## src/rtl/sap1_ctrl_seq.sv

```systemverilog
// sap1_ctrl_seq: SAP-1 controller-sequencer.
// A one-hot six-state ring (T1..T6) walks fetch and execute. The current
// T-state plus the IR opcode decode into the machine's control word.
// Supports free-run and single-step; HLT freezes the ring until clr.
//
// Ports
//   clk                       system clock, rising edge
//   clr                       synchronous reset, active-high
//   auto                      1 = free-run, 0 = single-step
//   step                      single-step request level (synchronous to clk)
//   opcode[OP_W-1:0]          IR opcode field, valid from T4 onward
//   t_state[5:0]              one-hot ring state, bit0 = T1 (all zero when halted)
//   halt                      machine halted
//   cp, lm, li, la, lb, lo    strobes: PC incr, MAR/IR/A/B/OUT load (advance-qualified)
//   ep, ce, ei, ea, eu        bus enables: PC, RAM, IR, A, ALU
//   su                        ALU subtract select
module sap1_ctrl_seq #(
    parameter int unsigned     OP_W   = 4,
    parameter logic [OP_W-1:0] OP_LDA = OP_W'(4'b0000),
    parameter logic [OP_W-1:0] OP_ADD = OP_W'(4'b0001),
    parameter logic [OP_W-1:0] OP_SUB = OP_W'(4'b0010),
    parameter logic [OP_W-1:0] OP_OUT = OP_W'(4'b1110),
    parameter logic [OP_W-1:0] OP_HLT = OP_W'(4'b1111)
) (
    input  logic            clk,
    input  logic            clr,
    input  logic            auto,
    input  logic            step,
    input  logic [OP_W-1:0] opcode,
    output logic [5:0]      t_state,
    output logic            halt,
    output logic            cp,
    output logic            lm,
    output logic            li,
    output logic            la,
    output logic            lb,
    output logic            lo,
    output logic            ep,
    output logic            ce,
    output logic            ei,
    output logic            ea,
    output logic            eu,
    output logic            su
);

    // Ring encoding doubles as the T_STATE output; halted is the all-zero code.
    typedef enum logic [5:0] {
        S_T1  = 6'b000001,
        S_T2  = 6'b000010,
        S_T3  = 6'b000100,
        S_T4  = 6'b001000,
        S_T5  = 6'b010000,
        S_T6  = 6'b100000,
        S_HLT = 6'b000000
    } state_t;

    state_t state;
    state_t state_nxt;
    logic   step_q;
    logic   adv;
    logic   cp_r, lm_r, li_r, la_r, lb_r, lo_r;
    logic   mem_op;

    // State register and step-edge history. step_q resets high so a step
    // level held through reset is not mistaken for a new request.
    always_ff @(posedge clk) begin
        if (clr) begin
            state  <= S_T1;
            step_q <= 1'b1;
        end else begin
            state  <= state_nxt;
            step_q <= step;
        end
    end

    // Next-state and Moore control decode.
    always_comb begin
        state_nxt = state;
        adv       = auto | (step & ~step_q);
        mem_op    = (opcode == OP_LDA) || (opcode == OP_ADD) || (opcode == OP_SUB);
        cp_r      = 1'b0;
        lm_r      = 1'b0;
        li_r      = 1'b0;
        la_r      = 1'b0;
        lb_r      = 1'b0;
        lo_r      = 1'b0;
        ep        = 1'b0;
        ce        = 1'b0;
        ei        = 1'b0;
        ea        = 1'b0;
        eu        = 1'b0;
        su        = 1'b0;

        case (state)
            S_T1: begin
                ep   = 1'b1;
                lm_r = 1'b1;
                if (adv) state_nxt = S_T2;
            end
            S_T2: begin
                cp_r = 1'b1;
                if (adv) state_nxt = S_T3;
            end
            S_T3: begin
                ce   = 1'b1;
                li_r = 1'b1;
                if (adv) state_nxt = S_T4;
            end
            S_T4: begin
                if (mem_op) begin
                    ei   = 1'b1;
                    lm_r = 1'b1;
                end else if (opcode == OP_OUT) begin
                    ea   = 1'b1;
                    lo_r = 1'b1;
                end
                if (adv) state_nxt = (opcode == OP_HLT) ? S_HLT : S_T5;
            end
            S_T5: begin
                if (opcode == OP_LDA) begin
                    ce   = 1'b1;
                    la_r = 1'b1;
                end else if ((opcode == OP_ADD) || (opcode == OP_SUB)) begin
                    ce   = 1'b1;
                    lb_r = 1'b1;
                end
                if (adv) state_nxt = S_T6;
            end
            S_T6: begin
                if ((opcode == OP_ADD) || (opcode == OP_SUB)) begin
                    eu   = 1'b1;
                    la_r = 1'b1;
                    su   = (opcode == OP_SUB);
                end
                if (adv) state_nxt = S_T1;
            end
            S_HLT: state_nxt = S_HLT;
            default: state_nxt = S_T1;
        endcase

        // Strobes fire only on the edge that leaves the T-state.
        cp = cp_r & adv;
        lm = lm_r & adv;
        li = li_r & adv;
        la = la_r & adv;
        lb = lb_r & adv;
        lo = lo_r & adv;
    end

    assign t_state = state;
    assign halt    = (state == S_HLT);

    // Only one source may drive the bus at a time.
    a_one_bus_driver: assert property (@(posedge clk) disable iff (clr)
        $onehot0({ep, ce, ei, ea, eu}));

endmodule

```

## config.mk

```make
export PLATFORM = sky130hd
export DESIGN_NAME = sap1_ctrl_seq
export DESIGN_NICKNAME = d
export VERILOG_FILES = /design/src/rtl/sap1_ctrl_seq.sv
export SDC_FILE = /design/constraint.sdc
export NUM_CORES = 1
export LEC_CHECK = 0
export BUFFER_PORTS_ARGS = -buffer_cell sky130_fd_sc_hd__buf_2
export CAP_MARGIN = 20
export CORE_MARGIN = 1.5
export CORE_UTILIZATION = 35
export DETAILED_ROUTE_END_ITERATION = 8
export PLACE_DENSITY = 0.68
export RECOVER_POWER = 50
export SLEW_MARGIN = 40
export SYNTH_ARGS = -nofsm -noshare
export SYNTH_HDL_FRONTEND = slang
export SYNTH_SLANG_ARGS = --single-unit
```

## constraint.sdc

```tcl
create_clock -name clk -period 2 [get_ports clk]
set_input_delay 0 -clock clk [delete_from_list [all_inputs] [get_ports clk]]
set_output_delay 0 -clock clk [all_outputs]
set_load 0.02 [all_outputs]
```

* Yosys cells after proc, flatten, opt, wreduce, memory -nomap -nowiden
Index checks and enable logic that the tools add are counted. W data, S select, Z words.
Word-level totals: register bits 7, latch bits 0, bits in writable memories 0, ROM bits 0, input bits 8, output and inout bits 19, word-level logic and storage cells 60, memories kept 0
Operators by class: add/sub/neg operators 0, multiply operators 0, divide/modulo/power cells 0, magnitude comparators 0, equal/unequal tests 16, shifts and indexed selects 0, mux-type cells 27, bitwise gates (word level) 9, reduce and logical (&&, ||, !) cells 6
Operator list (number):
- $pmux W6 S7 | 1
- $mux W6 | 6
- $mux W1 | 16
- $ne A2 B2 Y1 const B | 6
- $eq A4 B4 Y1 const B | 2
- $and A1 B1 Y1 | 7
- $eq A6 B1 Y1 const B | 1
- $eq A6 B2 Y1 const B | 1
- $eq A6 B3 Y1 const B | 1
- $eq A6 B4 Y1 const B | 1
- $eq A6 B5 Y1 const B | 1
- $eq A6 B6 Y1 const B | 1
- $logic_not A6 Y1 | 1
- $pmux W1 S2 | 3
- $reduce_and A6 Y1 | 1
- $mux W5 | 1
- $eq A4 B1 Y1 const B | 1
- $eq A4 B2 Y1 const B | 1
- $logic_not A4 Y1 | 1
- $logic_or A1 B1 Y1 | 3
- $not A1 Y1 | 1
- $or A1 B1 Y1 | 1

* Logic depth before layout (Yosys ltp)
depth in word-level cells 6, depth in mapped cells 6, depth with buffers taken out 5

* Worst setup path after synthesis
OpenSTA, ideal clock, no wires.
path kind register to output, start point reg state[3] (netlist: t_state[3]), end point out la, arrival 1883 ps, data required time 2000 ps, path slack 117 ps, stages on the path, launching flop included 7, path buffers 1, cell sequence dfxtp_1 buf_6 nor4_2 nand3b_1 mux2i_1 mux2i_1 nor4_1
On the way: cells in the longest elaborated chain, start to end 3, elaborated cells on any way between the ends 4, classes of those cells eq/ne (2); mux (1); bitwise (1)
RTL lines:
- start: declaration | RTL line 57 | state_t state;
- start signal: assignment | RTL line 71 | state <= state_nxt;
- $eq A6 B6 Y1 / $eq A6 B5 Y1 (equally long branches) | RTL line 94 | case (state)
- $pmux W1 S2 * | RTL line 94
- $and A1 B1 Y1 * | RTL line 145 | la = la_r & adv;
- end: declaration | RTL line 35 | output logic la,
Mark *: on every way between the ends. The rest lies on a longest branch, timed or not.

* Worst setup path after layout
Same ends and word-level chain as after synthesis.

==> impl_metrics.csv <==
group,metric,value,unit
outcome,status,"complete, no violations",
die,io_pins,27,
detailed_routing,first_pass_iters,4,
synthesis,synthFlopType,"dfxtp_1",
power,ir_worst_vdd,335.7,uV
clocking,clk_pin_slew_worst_paths,50,ps
detailed_routing,drt_iter0_drc,16,
power,totalPowerFinal,399.5,uW
clocking,cts_buffer_depth,2,
final_layout,final_common_cell,"buf_2",
die,die_w,43.73,microns
synthesis,synth_top_cell_by_area,"dfxtp_1",
global_routing,busiest_layer,"met2",
clocking,h-tree-depth,1,
setup_path,worstPathRequired,2000,ps
detailed_routing,antenna_left,0,
place,port_buffers,26,
synthesis,yosysWarnings,0,
synthesis,synth_seq_cells,7,
timing,slew_viol_final,0,
final_layout,finalNonFillerCells,119,
clocking,clk_latency,250,ps
place,dpl.hpwl,1182,microns
detailed_routing,routedWlPerCell,12.97,microns
global_routing,grt_max_degree,16,
timing,max_freq,538.9,MHz
global_routing,gr-usage-met1,23.98,%
final_layout,areaGrowthSynthToFinish,29.74,%
synthesis,yosysSeqAreaShare,24.14,%
final_layout,postLayoutCoreUtil,49.43,%
die,start_util,38.10,%
global_routing,grt_pass1_wl,2449,microns
timing,setup_tns,0,ps
synthesis,netlist_area,580.6,sq um
setup_path,crit_path_end_kind,"primary output",
synthesis,yosys.area.top_type_share,24.14,%
global_routing,grtUsageMet2,25.00,%
die,rows,14,
detailed_routing,drcViolationCount,0,
die,die-area,1912,sq um
timing,hold_slack,16.15,ps
setup_path,timing.critical_path.fanout_max,11,
global_routing,grt_util_met3,4.167,%
clocking,cts_made_buffers,3,
setup_path,path_class,"flip-flop to primary output",
global_routing,grt.overflow.total,0,
synthesis,syn-num-nets,82,
timing,worstMarginPinSlew,442.9,ps
synthesis,synth-edff-count,0,
die,die_h,43.73,microns
timing,hold_viol_final,0,
timing,relSlewSlack,70.40,%
timing,period_share,92.79,%
final_layout,nets,112,
synthesis,ys_types,35,
clocking,root_buffer,"clkbuf_4",
detailed_routing,wl,1543,microns
global_routing,grt_usage,16.81,%
setup_path,cp.arrival,1860,ps
timing,fin_skew,1.753,ps
detailed_routing,viasPerCell,5.504,
final_layout,nFillCells,155,
place,dp_cells,112,
final_layout,layout_common_cells,"buf_2, nor2_1, clkbuf_1",
timing,finalSetupViolCount,0,
power,leakagePower,0.0003215,uW
setup_path,cp-start-kind,"flip-flop",
run,max_cap_viol_count,0,
final_layout,layout-drive-gt1-share,31.07,%
detailed_routing,vias,655,
place,routabilityCongestion,0.8694,
die,core-area,1524,sq um
synthesis,synthCells,74,
clocking,cts.sinks,7,
min_path,hold_path_class,"input pin to flip-flop",
global_routing,antenna_found_initial,0,
synthesis,synthArstFlopShare,0,%
timing,period_minus_slack,1856,ps
clocking,cts_tree,"built",
global_routing,grt_pass1_vias,561,
synthesis,syn_avg_cell_area,7.845,sq um
final_layout,diodes,0,
power,p_per_area,530.4,nW/um^2
synthesis,synth.area.top_cells,"dfxtp_1, nor2_1, mux2i_1, nand2_1, nand4b_1",
[kinds of logic (layout without fill, tap and decap cells)]
| family | count (synthesis) | after routing | synth area share, % |
|---|---|---|---|
| buf+inv | 5 | 34 | 4.739 |
| simple gates | 45 | 45 | 44.18 |
| compound gates | 11 | 11 | 17.03 |
| mux | 3 | 3 | 5.173 |
| xor+xnor | 2 | 2 | 3.018 |
| fa+ha+maj | 1 | 1 | 1.724 |
| flops | 7 | 7 | 24.14 |
[worst max-delay path, stage by stage (launching register included)]
cell and delay, ps:
dfxtp_1 420, nor4_2 300, nand3b_1 220, mux2i_1 180, mux2i_1 80, nor4_1 200
buf_2 210
[cell type report]
type	count	area [sq um]	area share (%)
timing repair buffer	29	146.4	19.44
inverter	1	3.754	0.4983
sequential	7	141.4	18.77
multi-input combinational	62	415.4	55.15
tap	16	20.02	2.658
clock buffer	4	26.28	3.488
[synth_stat cells, drive strengths merged (2+ instances only)]
cell type and count:
dfxtp 7, nor4 4, nor3 4, nor2 15, clkbuf 2, nand2 7
buf 2, o32ai 2, or2b 2, nand4b 3, a2111oi 2, xor2 2
a21oi 2, nor4b 2, mux2i 3, nand2b 2
[flip-flops by register name, summed over array words and instances (netlist names)]
signal	flops
t_state	6
step_q	1
[report_power, final]
| group | switching [uW] | internal, uW | leakage (uW) | total, uW |
|---|---|---|---|---|
| sequential | 11.8 | 146 | 0.0000578 | 157 |
| clock | 50.4 | 76.0 | 0.0000150 | 126 |
| combinational | 71.3 | 44.2 | 0.000249 | 116 |
| total | 134 | 266 | 0.000321 | 399 |
[metal layers]
layer / vias to the layer above / part of all wire, %
met3: 0 / 6.2
met1: 301 / 48
met4: 0 / 0
met5: - / 0
li1: 333 / -
met2: 21 / 46
[timing repair]
item,4_1_cts,5_1_grt
setup endpoints to repair,0,1
hold buffers,1,0
buffers inserted,0,2
gates resized for setup,0,2
endpoints found under the hold margin,1,0
[final timing paths]
check              from         end  slack, ps  cells after the start
max          t_state[3]          la        140                      6
min reg2reg  t_state[5]  t_state[5]        650                      2
min                 clr  t_state[4]         20                      2
max reg2reg  t_state[3]  t_state[0]        250                      6
[metrics by stage]
step | setup WS [ps] | cell area (sq um)
3_5_place_dp | 289.9 | 706.9
6_report | 144.3 | 753.2
2_1_floorplan | 116.8 | 580.6
5_1_grt | -7.486 | 753.2
4_1_cts | 113.4 | 743.2
3_3_place_gp | 335.4 | 706.9
Note: power is estimated with default switching activity, not from simulation.
